==> src/rtl/dual_port_fifo_ctrl.sv <==
// FIFO pointer/flag controller that sequences a synchronous dual-port RAM.
// Generates RAM strobes and addresses, occupancy, level flags and error pulses.
module dual_port_fifo_ctrl #(
  parameter int wi     = 8,
  parameter int dep    = 16,
  parameter int add    = 4,
  parameter int af_lvl = 12,
  parameter int ae_lvl = 4
) (
  input  logic           clk,
  input  logic           rst,
  input  logic           push,
  input  logic           pop,
  output logic           ram_wr,
  output logic           ram_rd,
  output logic [add-1:0] ram_wa,
  output logic [add-1:0] ram_ra,
  output logic           rd_valid,
  output logic           full,
  output logic           empty,
  output logic           almost_full,
  output logic           almost_empty,
  output logic [add:0]   count,
  output logic           ovf,
  output logic           unf
);

  // wi only mirrors the RAM instance; folding it in keeps the parameter referenced.
  localparam logic [add:0] c_dep = (add+1)'(dep + 0 * wi);
  localparam logic [add:0] c_af  = (add+1)'(af_lvl);
  localparam logic [add:0] c_ae  = (add+1)'(ae_lvl);

  logic [add-1:0] r_wptr;
  logic [add-1:0] r_rptr;
  logic [add:0]   r_count;
  logic           r_rd_valid;
  logic           r_ovf;
  logic           r_unf;

  logic w_push_ok;
  logic w_pop_ok;

  // NOTE: accept terms are gated by rst so a reset cycle never strobes the RAM.
  assign w_push_ok = push & ~full  & rst;
  assign w_pop_ok  = pop  & ~empty & rst;

  assign ram_wr = w_push_ok;
  assign ram_rd = w_pop_ok;
  assign ram_wa = r_wptr;
  assign ram_ra = r_rptr;

  // Flags decode the registered count only, so they never glitch on requests.
  assign full         = (r_count == c_dep);
  assign empty        = (r_count == '0);
  assign almost_full  = (r_count >= c_af);
  assign almost_empty = (r_count <= c_ae);

  assign count    = r_count;
  assign rd_valid = r_rd_valid;
  assign ovf      = r_ovf;
  assign unf      = r_unf;

  // NOTE: non-blocking assignments keep every register updating from pre-edge values.
  always_ff @(posedge clk) begin
    if (!rst) begin
      r_wptr     <= '0;
      r_rptr     <= '0;
      r_count    <= '0;
      r_rd_valid <= 1'b0;
      r_ovf      <= 1'b0;
      r_unf      <= 1'b0;
    end else begin
      if (w_push_ok) r_wptr <= r_wptr + 1'b1;
      if (w_pop_ok)  r_rptr <= r_rptr + 1'b1;
      case ({w_push_ok, w_pop_ok})
        2'b10:   r_count <= r_count + 1'b1;
        2'b01:   r_count <= r_count - 1'b1;
        default: r_count <= r_count;
      endcase
      r_rd_valid <= w_pop_ok;
      r_ovf      <= push & full;
      r_unf      <= pop & empty;
    end
  end

endmodule

==> config.mk <==
export PLATFORM = sky130hd
export DESIGN_NAME = dual_port_fifo_ctrl
export DESIGN_NICKNAME = d
export VERILOG_FILES = /design/src/rtl/dual_port_fifo_ctrl.sv
export SDC_FILE = /design/constraint.sdc
export NUM_CORES = 1
export LEC_CHECK = 0
export CAP_MARGIN = 20
export CORE_MARGIN = 5
export CORE_UTILIZATION = 30
export DETAILED_ROUTE_END_ITERATION = 16
export PLACE_DENSITY = 0.56
export SLEW_MARGIN = 15
export SYNTH_ARGS = -nofsm -noshare
export SYNTH_HDL_FRONTEND = slang
export SYNTH_SLANG_ARGS = --single-unit
==> constraint.sdc <==
create_clock -name clk -period 3.3 [get_ports clk]
set_clock_uncertainty 0.15 [all_clocks]
set_input_delay 0.495 -clock clk [delete_from_list [all_inputs] [get_ports clk]]
set_output_delay 0.495 -clock clk [all_outputs]
set_load 0.005 [all_outputs]
Word-level counts from Yosys, hierarchy flattened. Cells that the tools add are included.

Flip-flop bits (word level): 16. Output and inout bits: 22.

$add $sub $neg: 4. Order comparisons: 2. Equality and inequality tests: 3. Multiplexer cells: 1. Bitwise logic cells: 8. Reduce and logical (&&, ||, !) cells: 2.

Operators with widths (number): 5-bit case mux with 2 select lines (1); 4-bit by 1-bit adder with 4-bit output (second input constant) (2); 1-bit bitwise AND (6); 5-bit by 1-bit adder with 5-bit output (second input constant) (1); 5-bit equality test (second input constant) (1); 5-bit by 4-bit >= comparator with 1-bit output (second input constant) (1); 5-bit by 3-bit less-or-equal comparator with 1-bit output (second input constant) (1); 5-bit zero test (1); 5-bit by 1-bit subtractor with 5-bit output (second input constant) (1); 2-bit by 1-bit equality test with 1-bit output (second input constant) (1); 2-bit equality test (second input constant) (1); 1-bit inverter (2); 2-bit nonzero test (1).

Depth between registers and ports, before layout. Gate-level depths: netlist of the first run.

Depth in word-level cells: 6. Mapped depth: 9. Gate-level depth less buffers: 9.

Worst setup path before layout of the first run. No wires, ideal clock.

Path kind: register to register. Start: register r_count[0], in the netlist count[0]. End: register r_count[4], in the netlist count[4]. Setup time: 0.072 ns. Data arrival time: 2.413 ns. Slack: 0.665 ns. Cell stages (with the launch flop): 10. Period minus slack after synthesis: 2.635 ns. Path through: dfxtp_1 > or4_4 > o21ai_4 > nor2_1 > ha_1 > ha_1 > nand3_1 > and4b_1 > a21oi_1 > mux2i_1.

Cells in the longest elaborated chain, start to end: 6.

Ends and longest elaborated chain: start, declared (line 35) `logic [add:0] r_count;`; start signal, assigned (line 76) `2'b10: r_count <= r_count + 1'b1;`; start signal, assigned (line 77) `2'b01: r_count <= r_count - 1'b1;`; start signal, assigned (line 78) `default: r_count <= r_count;`; 5-bit zero test (*) (line 54) `assign empty = (r_count == '0);`; 1-bit inverter (*) (line 45) `assign w_pop_ok = pop & ~empty & rst;`; 1-bit bitwise AND (*) (2 in a row) (line 45); named net ram_rd (line 15) `output logic ram_rd,`; 2-bit by 1-bit equality test with 1-bit output / 2-bit equality test (equally long branches) (line 75) `case ({w_push_ok, w_pop_ok})`; 5-bit case mux with 2 select lines / 2-bit nonzero test (equally long branches).

The timed path passes the listed nets; every way through them passes the cells marked *. A chain may end at the register's enable or synchronous reset.

Worst setup path after layout of the first run.
Start: register r_count[0], in the netlist count[0]. End: output port ram_wr.

Cells in the longest elaborated chain, start to end: 4.

Ends and longest elaborated chain: 5-bit equality test (line 53) `assign full = (r_count == c_dep);`; 1-bit inverter (line 44) `assign w_push_ok = push & ~full & rst;`; 1-bit bitwise AND (2 in a row) (line 44); end, declared (line 14) `output logic ram_wr,`.

Every way passes these cells.

==> results.cfg, run 1 <==
[worst_setup_path]
path_class = reg -> out
startpoint_type = register
cp_max_fo = 7
cp-end-kind = primary output
ff2ff_path_depth = 9
crit_required_ns = 2.65
cp-startpoint = count[0]
cp.arrival_ns = 2.21
rr_startpoint = count[0]

[global_route]
grt_pass1_vias = 731
grt_max_degree = 14
antenna_found_initial = 0
grt_pass1_wl_mm = 3.37
grt_overflow_total = 0
grtUsageTotal = 0.105

[synthesis]
synth-adder-area-share = 0.116
async_reset_ff_frac = 0
synthSimpleGateAreaFrac = 0.205
synth_edf_count = 0
yosysTopAreaCell = dfxtp_1
ys_ff_latch = 16
synth_mux_area_frac = 0.0490
synth_area_leaders = dfxtp_1, ha_1, nor2_1
yosys.area.top_type_share = 0.392
netlist_instances = 90
synth_compound_area_frac = 0.126
synth_area_um2 = 817
seq_area_frac_synth = 0.392
synth_cell_types = 26
synth_top_family_by_area = simple AND/OR/NAND/NOR gates
yosysWarnings = 0
yosys_most_used_dff = dfxtp_1
syn_avg_cell_area_um2 = 9.08
synth-xor-area-share = 0.0750
postSynthNetCount = 101

[power_and_ir_drop]
power_frac_seq = 0.449
combPwrFrac = 0.290
p_switching_mw = 0.153
p_int_mw = 0.360
leakagePower_nw = 0.506
pwr_density_cell_nw_per_um2 = 447
peakVddDrop_mv = 0.232
power.total_mw = 0.513
p_sw_frac = 0.299
clkPwrFrac = 0.261

[worst_hold_path]
hp-start = ram_wa[3]
hold_class = reg -> reg
min_path_cells = 2

[die]
start_util = 0.304
die_h_um = 62.2
ioPinCount = 26
num_rows = 19
die_area_um2 = 3870
die_x_um = 62.2
core_area_um2 = 2690

[detailed_routing]
dr.pass1.iters = 4
finalWirelength_mm = 1.87
antenna_left = 0
wl_per_cell_um = 12.5
vias = 705
drc = 0
first_iter_violations = 30
avgViaCountPerCell = 4.73

[cells_and_area]
multi_input_area_um2 = 467
area_delta_synth_final_pct = 40.3
fillers = 275
fin_cells = 149
seqCellArea_um2 = 320
final_cell_mix = clkdlybuf4s50_1, dfxtp_1, nor2_1
layout_commonest_cell = clkdlybuf4s50_1
nets = 130
drive_gt1_frac = 0.0763
fin_area_um2 = 1150
antenna_cells = 0

[sta]
layout_setup_ws_ns = 0.444
hold_viol = 0
setup_tns_ns = 0
tightestPinTransition_ns = 0.653
finalCriticalPeriod_ns = 2.86
finalMaxSlewViolations = 0
fmax_mhz = 350
maxSlewHeadroom = 0.560
rsz0062_at_grt = false
setup_viol = 0
fin_crit_sh = 0.865

[clocking]
cts_buffers = 3
clk_latency_ns = 0.29
postCtsSetupBuffers = 0
cts.sinks = 16
root_buffer = clkbuf_4
cts_hold_buffers = 0
path_clk_slew_ns = 0.10
ctsResizeCount = 0
cts_max_level = 1
cts_tree = done
clockBufferDepth = 2

[placed_design]
dp_slack_ns = 0.388
place_congestion = 0.775
dpl.hpwl_mm = 1.39
place_inst = 145
placed_cell_area_um2 = 1110
port_buffers = 25

[status]
status = complete, no violations

[job]
cap_violations = 0
## cell families (layout without fill, tap and decap cells)
| kind of cell | count (synthesis) | after routing |
|---|---|---|
| simple gates | 34 | 34 |
| flops | 16 | 16 |
| compound gates | 14 | 14 |
| buf+inv | 8 | 36 |
| fa+ha+maj | 7 | 7 |
| xor+xnor | 7 | 7 |
| mux | 4 | 4 |
## final cells by class
| cell class | count | share of cell area |
|---|---|---|
| clock buffers | 4 | 0.0317 |
| inverters | 5 | 0.0164 |
| multi-input cells | 66 | 0.407 |
| flip-flops and latches | 16 | 0.279 |
| well taps | 31 | 0.0338 |
| repair buffers | 27 | 0.231 |
## metal layers
layer,wire (µm),share of wire,vias to the layer above,track usage
met4,21,0.011,0,0.0488
met3,125,0.067,4,0.0360
met5,0,0,-,0
li1,-,-,367,-
met2,770,0.41,21,0.150
met1,951,0.51,313,0.141
## power groups by stage
stage,Sequential (mW),Combinational (mW),Clock [mW]
floorplan,0.232,0.0794,0
global placement,0.236,0.149,0
detailed placement,0.235,0.150,0
CTS,0.231,0.152,0.139
global route,0.235,0.165,0.152
finish,0.230,0.149,0.134
## cell usage after synthesis (all sizes together) (2+ instances only)
cell,instances
dfxtp,16
nor2,15
ha,6
a21oi,5
inv,5
nand3,5
mux2i,4
nand2,4
xnor2,4
clkbuf,3
nor3,3
o21a,3
xor2,3
a211oi,2
a21o,2
or4,2
## through the flow
stage | util | hold WS [ns]
floorplan | - | 0.358
global placement | 0.413 | 0.354
detailed placement | 0.413 | 0.365
CTS | 0.427 | 0.390
global route | 0.427 | 0.430
finish | 0.427 | 0.394
## worst paths after layout
kind / slack [ns] / endpoint
setup / recovery: 0.44 / ram_wr
hold reg to reg: 0.39 / ram_wa[3]
hold / removal: 0.39 / ram_wa[3]
setup reg to reg: 0.47 / count[4]
## flip-flops by register name, summed over array words and instances (netlist names)
| register | flops |
|---|---|
| rd_valid | 1 |
| ram_ra | 4 |
| ram_wa | 4 |
| count | 5 |
| unf | 1 |
| ovf | 1 |
## worst max-delay path, stage by stage, from the launching register on
cell and delay, ns:
dfxtp_1 0.40, nor4_1 0.63, a21oi_1 0.26, nand2_1 0.14
inv_1 0.05, clkdlybuf4s50_1 0.44
(Power assumes the default switching activity.)
==> inputs of run 2 (changes only) <==
--- a/config.mk
+++ b/config.mk
@@ -7,9 +7,9 @@
 export LEC_CHECK = 0
 export CAP_MARGIN = 20
 export CORE_MARGIN = 5
-export CORE_UTILIZATION = 30
+export CORE_UTILIZATION = 40
 export DETAILED_ROUTE_END_ITERATION = 16
-export PLACE_DENSITY = 0.56
+export PLACE_DENSITY = 0.73
 export SLEW_MARGIN = 15
 export SYNTH_ARGS = -nofsm -noshare
 export SYNTH_HDL_FRONTEND = slang
==> constraint.sdc (replaced) <==
create_clock -name clk -period 2.6 [get_ports clk]
set_clock_uncertainty 0.15 [all_clocks]
set_input_delay 0.39 -clock clk [delete_from_list [all_inputs] [get_ports clk]]
set_output_delay 0.39 -clock clk [all_outputs]
set_load 0.005 [all_outputs]
==> run 2 against run 1 <==
  * Non-clock buffer count up 7
  * Utilization increased by 21 points
  * Register-to-register slack got worse by 0.37 ns
  * Flip-flop and latch count unchanged
  * Die area shrank 21%
  * Setup slack worse by 0.34 ns
==> results.cfg, run 2 (synthesis results as in run 1) <==
[sta]
layout_setup_ws_ns = 0.104
maxSlewHeadroom = 0.677
hold_ws_ns = 0.390
finalMaxSlewViolations = 0
fin_crit_sh = 0.960
hold_viol = 0
finalCriticalPeriod_ns = 2.50
setup_viol = 0
fmax_mhz = 401
tightestPinTransition_ns = 0.484

[cells_and_area]
drive_gt1_frac = 0.168
nets = 137
area_delta_synth_final_pct = 52.7
layout_commonest_cell = clkdlybuf4s50_1
fillers = 169
antenna_cells = 0
largest_reg_flops = 5
final_cell_mix = clkdlybuf4s50_1, nor2_1, dfxtp_1
fin_cells = 152

[detailed_routing]
dr.pass1.iters = 4
route.met2.wl_um = 995
routedLengthMet1_um = 826
top_layer = met4
route.met3.wl_um = 127
finalWirelength_mm = 1.99
wl_per_cell_um = 13.1
drc = 0
antenna_left = 0
avgViaCountPerCell = 5.09
vias = 774
first_iter_violations = 15

[clocking]
cts_hold_buffers = 0
cts.sinks = 16
path_clk_slew_ns = 0.09
clockBufferDepth = 2
clk_latency_ns = 0.29
cts_tree = done
cts_max_level = 1
cts_buffers = 3
root_buffer = clkbuf_4

[power_and_ir_drop]
power_frac_seq = 0.406
p_switching_mw = 0.202
p_sw_frac = 0.291
power.total_mw = 0.695
clkPwrFrac = 0.240
peakVddDrop_mv = 0.296
leakagePower_nw = 0.541
p_int_mw = 0.493
pwr_density_cell_nw_per_um2 = 557
combPwrFrac = 0.354

[status]
status = complete, no violations

[placed_design]
place_congestion = 0.726
dp_slack_ns = 0.0178
place_inst = 148
dpl.hpwl_mm = 1.49
port_buffers = 25

[die]
num_rows = 16
core_area_um2 = 1960
die_x_um = 55.2
die_h_um = 55.2
die_area_um2 = 3050
start_util = 0.416
ioPinCount = 26

[worst_setup_path]
rr_startpoint = count[0]
critPathSlowestCell = or4_4
cp.arrival_ns = 2.57
endpoint = count[4]
cp_max_fo = 6
startpoint_type = register
cp-startpoint = count[0]
path_class = reg -> reg
cp_cell_sequence = or4_4 -> o21ai_4 -> nor2_1 -> ha_4 -> fa_1 -> nand3_1 -> nand2_1 -> a21oi_1 -> mux2i_1
crit_buf_inv = 0
critical_path_depth = 9
reg2reg_slack_ns = 0.10
rr_endpoint = count[4]
cp-end-kind = register
ff2ff_path_depth = 9
crit_family = simple AND/OR/NAND/NOR gates
crit_required_ns = 2.68
slowest_delay_ns = 0.56

[worst_hold_path]
hold_class = reg -> reg

[global_route]
grt_pass1_wl_mm = 3.05
antenna_found_initial = 0
grt_pass1_vias = 706
grt_overflow_total = 0
grt_max_degree = 14
grtUsageTotal = 0.144

[job]
cap_violations = 0
run 2: worst min path at each step:
stage,start,endpoint,slack (ns),cells past startpoint
2_1_floorplan,ram_wa[3],ram_wa[3],0.36,2
3_3_place_gp,ram_wa[3],ram_wa[3],0.35,2
3_5_place_dp,ram_wa[3],ram_wa[3],0.37,2
4_1_cts,ram_wa[3],ram_wa[3],0.40,2
5_1_grt,ram_wa[3],ram_wa[3],0.42,2
6_report,ram_wa[3],ram_wa[3],0.39,2
run 2: layout make-up:
type | instances | area, µm² | area share
clock buffers | 4 | 36.3 | 0.0291
inverters | 5 | 18.8 | 0.0150
multi-input cells | 66 | 519 | 0.416
flip-flops and latches | 16 | 322 | 0.258
well taps | 27 | 33.8 | 0.0271
repair buffers | 34 | 318 | 0.255
run 2: timing repair:
| item | CTS | global route |
|---|---|---|
| gates resized for setup | 0 | 6 |
| setup endpoints to repair | 0 | 4 |
| hold endpoints to repair | 0 | 0 |
| setup buffers | 0 | 0 |
run 2: per-layer routing:
| layer | global-route usage | vias up |
|---|---|---|
| met3 | 0.0322 | 5 |
| met2 | 0.254 | 22 |
| li1 | - | 383 |
| met1 | 0.160 | 364 |
| met5 | 0 | - |
| met4 | 0.0729 | 0 |
run 2: tightest hold or removal path, delay by kind of cell (launching register included):
kind | cells | cell delay, ns
XOR/XNOR | 1 | 0.08
AND/OR/NAND/NOR | 1 | 0.07
flip-flops | 1 | 0.36
run 2: power groups by stage:
stage | registers (mW) | logic (mW) | clock network (mW)
after floorplan | 0.295 | 0.101 | 0
after global placement | 0.287 | 0.221 | 0
after detailed placement | 0.287 | 0.227 | 0
after CTS | 0.282 | 0.229 | 0.170
after global routing | 0.287 | 0.271 | 0.183
final | 0.282 | 0.246 | 0.167
run 2: through the flow:
stage	cell area, µm²	setup TNS [ns]	util
2_1_floorplan	820	0	-
3_3_place_gp	1160	0	0.591
3_5_place_dp	1160	0	0.591
4_1_cts	1200	0	0.610
5_1_grt	1250	-0.0217	0.636
6_report	1250	0	0.636
==> inputs of run 3 (changes only) <==
--- a/config.mk
+++ b/config.mk
@@ -7,9 +7,9 @@
 export LEC_CHECK = 0
 export CAP_MARGIN = 20
 export CORE_MARGIN = 5
-export CORE_UTILIZATION = 40
+export CORE_UTILIZATION = 48
 export DETAILED_ROUTE_END_ITERATION = 16
-export PLACE_DENSITY = 0.73
+export PLACE_DENSITY = 0.82
 export SLEW_MARGIN = 15
 export SYNTH_ARGS = -nofsm -noshare
 export SYNTH_HDL_FRONTEND = slang
==> constraint.sdc (replaced) <==
create_clock -name clk -period 3.2 [get_ports clk]
set_clock_uncertainty 0.15 [all_clocks]
set_input_delay 0.48 -clock clk [delete_from_list [all_inputs] [get_ports clk]]
set_output_delay 0.48 -clock clk [all_outputs]
set_load 0.005 [all_outputs]
==> run 3 against run 2 <==
  * Clock-buffer cell count fell by 1
  * Hold slack improved by 0.0076 ns
  * Global-route usage is 1.1 points higher
  * Combinational power shrank 38%
  * Clock power shrank 38%
  * Utilization is 2.7 points higher
  * Maximum frequency decreased by 13%
  * Final cell count shrank 13%
  * Critical path depth stayed put
  * Sequential power shrank 16%
  * Critical path type unchanged
  * Largest power group unchanged
==> results.cfg, run 3 (synthesis results as in run 1) <==
[worst_setup_path]
cp_max_fo = 7
critPathSlowestCell = or4_4
cp_cell_sequence = or4_4 -> o21ai_4 -> nor2_1 -> ha_1 -> ha_1 -> a21oi_1 -> and4b_1 -> a21oi_1 -> mux2i_1
cp-end-kind = register
rr_endpoint = count[4]
cp.arrival_ns = 2.93
slowest_delay_ns = 0.59
rr_startpoint = count[0]
path_class = reg -> reg
ff2ff_path_depth = 9
reg2reg_slack_ns = 0.34
startpoint_type = register
crit_family = simple AND/OR/NAND/NOR gates
crit_required_ns = 3.28
crit_buf_inv = 0
critical_path_depth = 9

[detailed_routing]
dr.pass1.iters = 4
antenna_left = 0
wl_per_cell_um = 13.5
avgViaCountPerCell = 5.50
first_iter_violations = 10
drc = 0
finalWirelength_mm = 1.79
vias = 732

[global_route]
grt_max_degree = 14
grtUsageTotal = 0.154
grt_overflow_total = 0
antenna_found_initial = 0
grt_pass1_wl_mm = 3.07
grt_pass1_vias = 713

[clocking]
cts_max_level = 1
cts.sinks = 16
postCtsSetupBuffers = 0
cts_tree = done
clockBufferDepth = 2
cts_buffers = 3
cts_hold_buffers = 0
path_clk_slew_ns = 0.08
clk_latency_ns = 0.29
root_buffer = clkbuf_4
ctsResizeCount = 0

[cells_and_area]
area_delta_synth_final_pct = 35.5
seqCellArea_um2 = 320
drive_gt1_frac = 0.0603
fillers = 142
largest_reg_flops = 5
nets = 129
layout_commonest_cell = clkdlybuf4s50_1
antenna_cells = 0
fin_area_um2 = 1110
multi_input_area_um2 = 467
final_cell_mix = clkdlybuf4s50_1, dfxtp_1, nor2_1

[sta]
finalMaxSlewViolations = 0
layout_setup_ws_ns = 0.342
hold_ws_ns = 0.398
fmax_mhz = 350
setup_tns_ns = 0
setup_viol = 0
tightestPinTransition_ns = 0.622
rsz0062_at_grt = false
maxSlewHeadroom = 0.581
finalCriticalPeriod_ns = 2.86
hold_viol = 0
fin_crit_sh = 0.893

[power_and_ir_drop]
peakVddDrop_mv = 0.270
leakagePower_nw = 0.494
pwr_density_cell_nw_per_um2 = 446

[worst_hold_path]
worstHoldEndpoint = ram_wa[3]
hp-start = ram_wa[3]
min_path_cells = 2
hold_class = reg -> reg

[status]
status = complete, no violations

[die]
ioPinCount = 26
die_x_um = 51.3
start_util = 0.489
die_area_um2 = 2630
die_h_um = 51.3
num_rows = 15
core_area_um2 = 1670

[placed_design]
dp_slack_ns = 0.288
place_congestion = 0.699
placed_cell_area_um2 = 1080
port_buffers = 25
dpl.hpwl_mm = 1.33

[job]
cap_violations = 0
run 3: worst reg2reg max path, stage by stage, from the launching register on:
cell and delay, ns:
dfxtp_1 0.40, or4_4 0.60, o21ai_4 0.24, nor2_1 0.11, ha_1 0.28, ha_1 0.37, a21oi_1 0.10, and4b_1 0.21
a21oi_1 0.16, mux2i_1 0.19
run 3: worst max path at each step:
stage,slack (ns),end,startpoint
6_report,0.34,count[4],count[0]
5_1_grt,0.05,count[4],count[0]
4_1_cts,0.33,count[4],count[0]
3_5_place_dp,0.29,count[4],push
3_3_place_gp,0.37,count[4],push
2_1_floorplan,0.57,count[4],count[0]
run 3: layer usage:
layer / vias up / wire, µm / global-route usage / part of all wire
met2: 21 / 883 / 0.277 / 0.49
met4: 0 / 29 / 0.0786 / 0.016
met1: 344 / 774 / 0.170 / 0.43
met3: 3 / 102 / 0.0321 / 0.057
met5: - / 0 / 0 / 0
li1: 364 / - / - / -
run 3: power breakdown:
group / total, mW / internal [mW] / switching (mW)
sequential: 0.238 / 0.215 / 0.0230
clock: 0.104 / 0.0439 / 0.0597
combinational: 0.152 / 0.0859 / 0.0665
run 3: final cells by class:
cell class | count | area share
multi-input cells | 66 | 0.421
inverters | 5 | 0.0169
flip-flops and latches | 16 | 0.289
well taps | 17 | 0.0192
repair buffers | 26 | 0.233
clock buffers | 3 | 0.0203
run 3: stage by stage:
stage                     total power, mW  utilization  std cells
after CTS                           0.498        0.663        133
after detailed placement            0.396        0.649        130
final                               0.494        0.663        133
after floorplan                     0.321            -         90
after global placement              0.390        0.649        130
after global routing                0.528        0.663        133
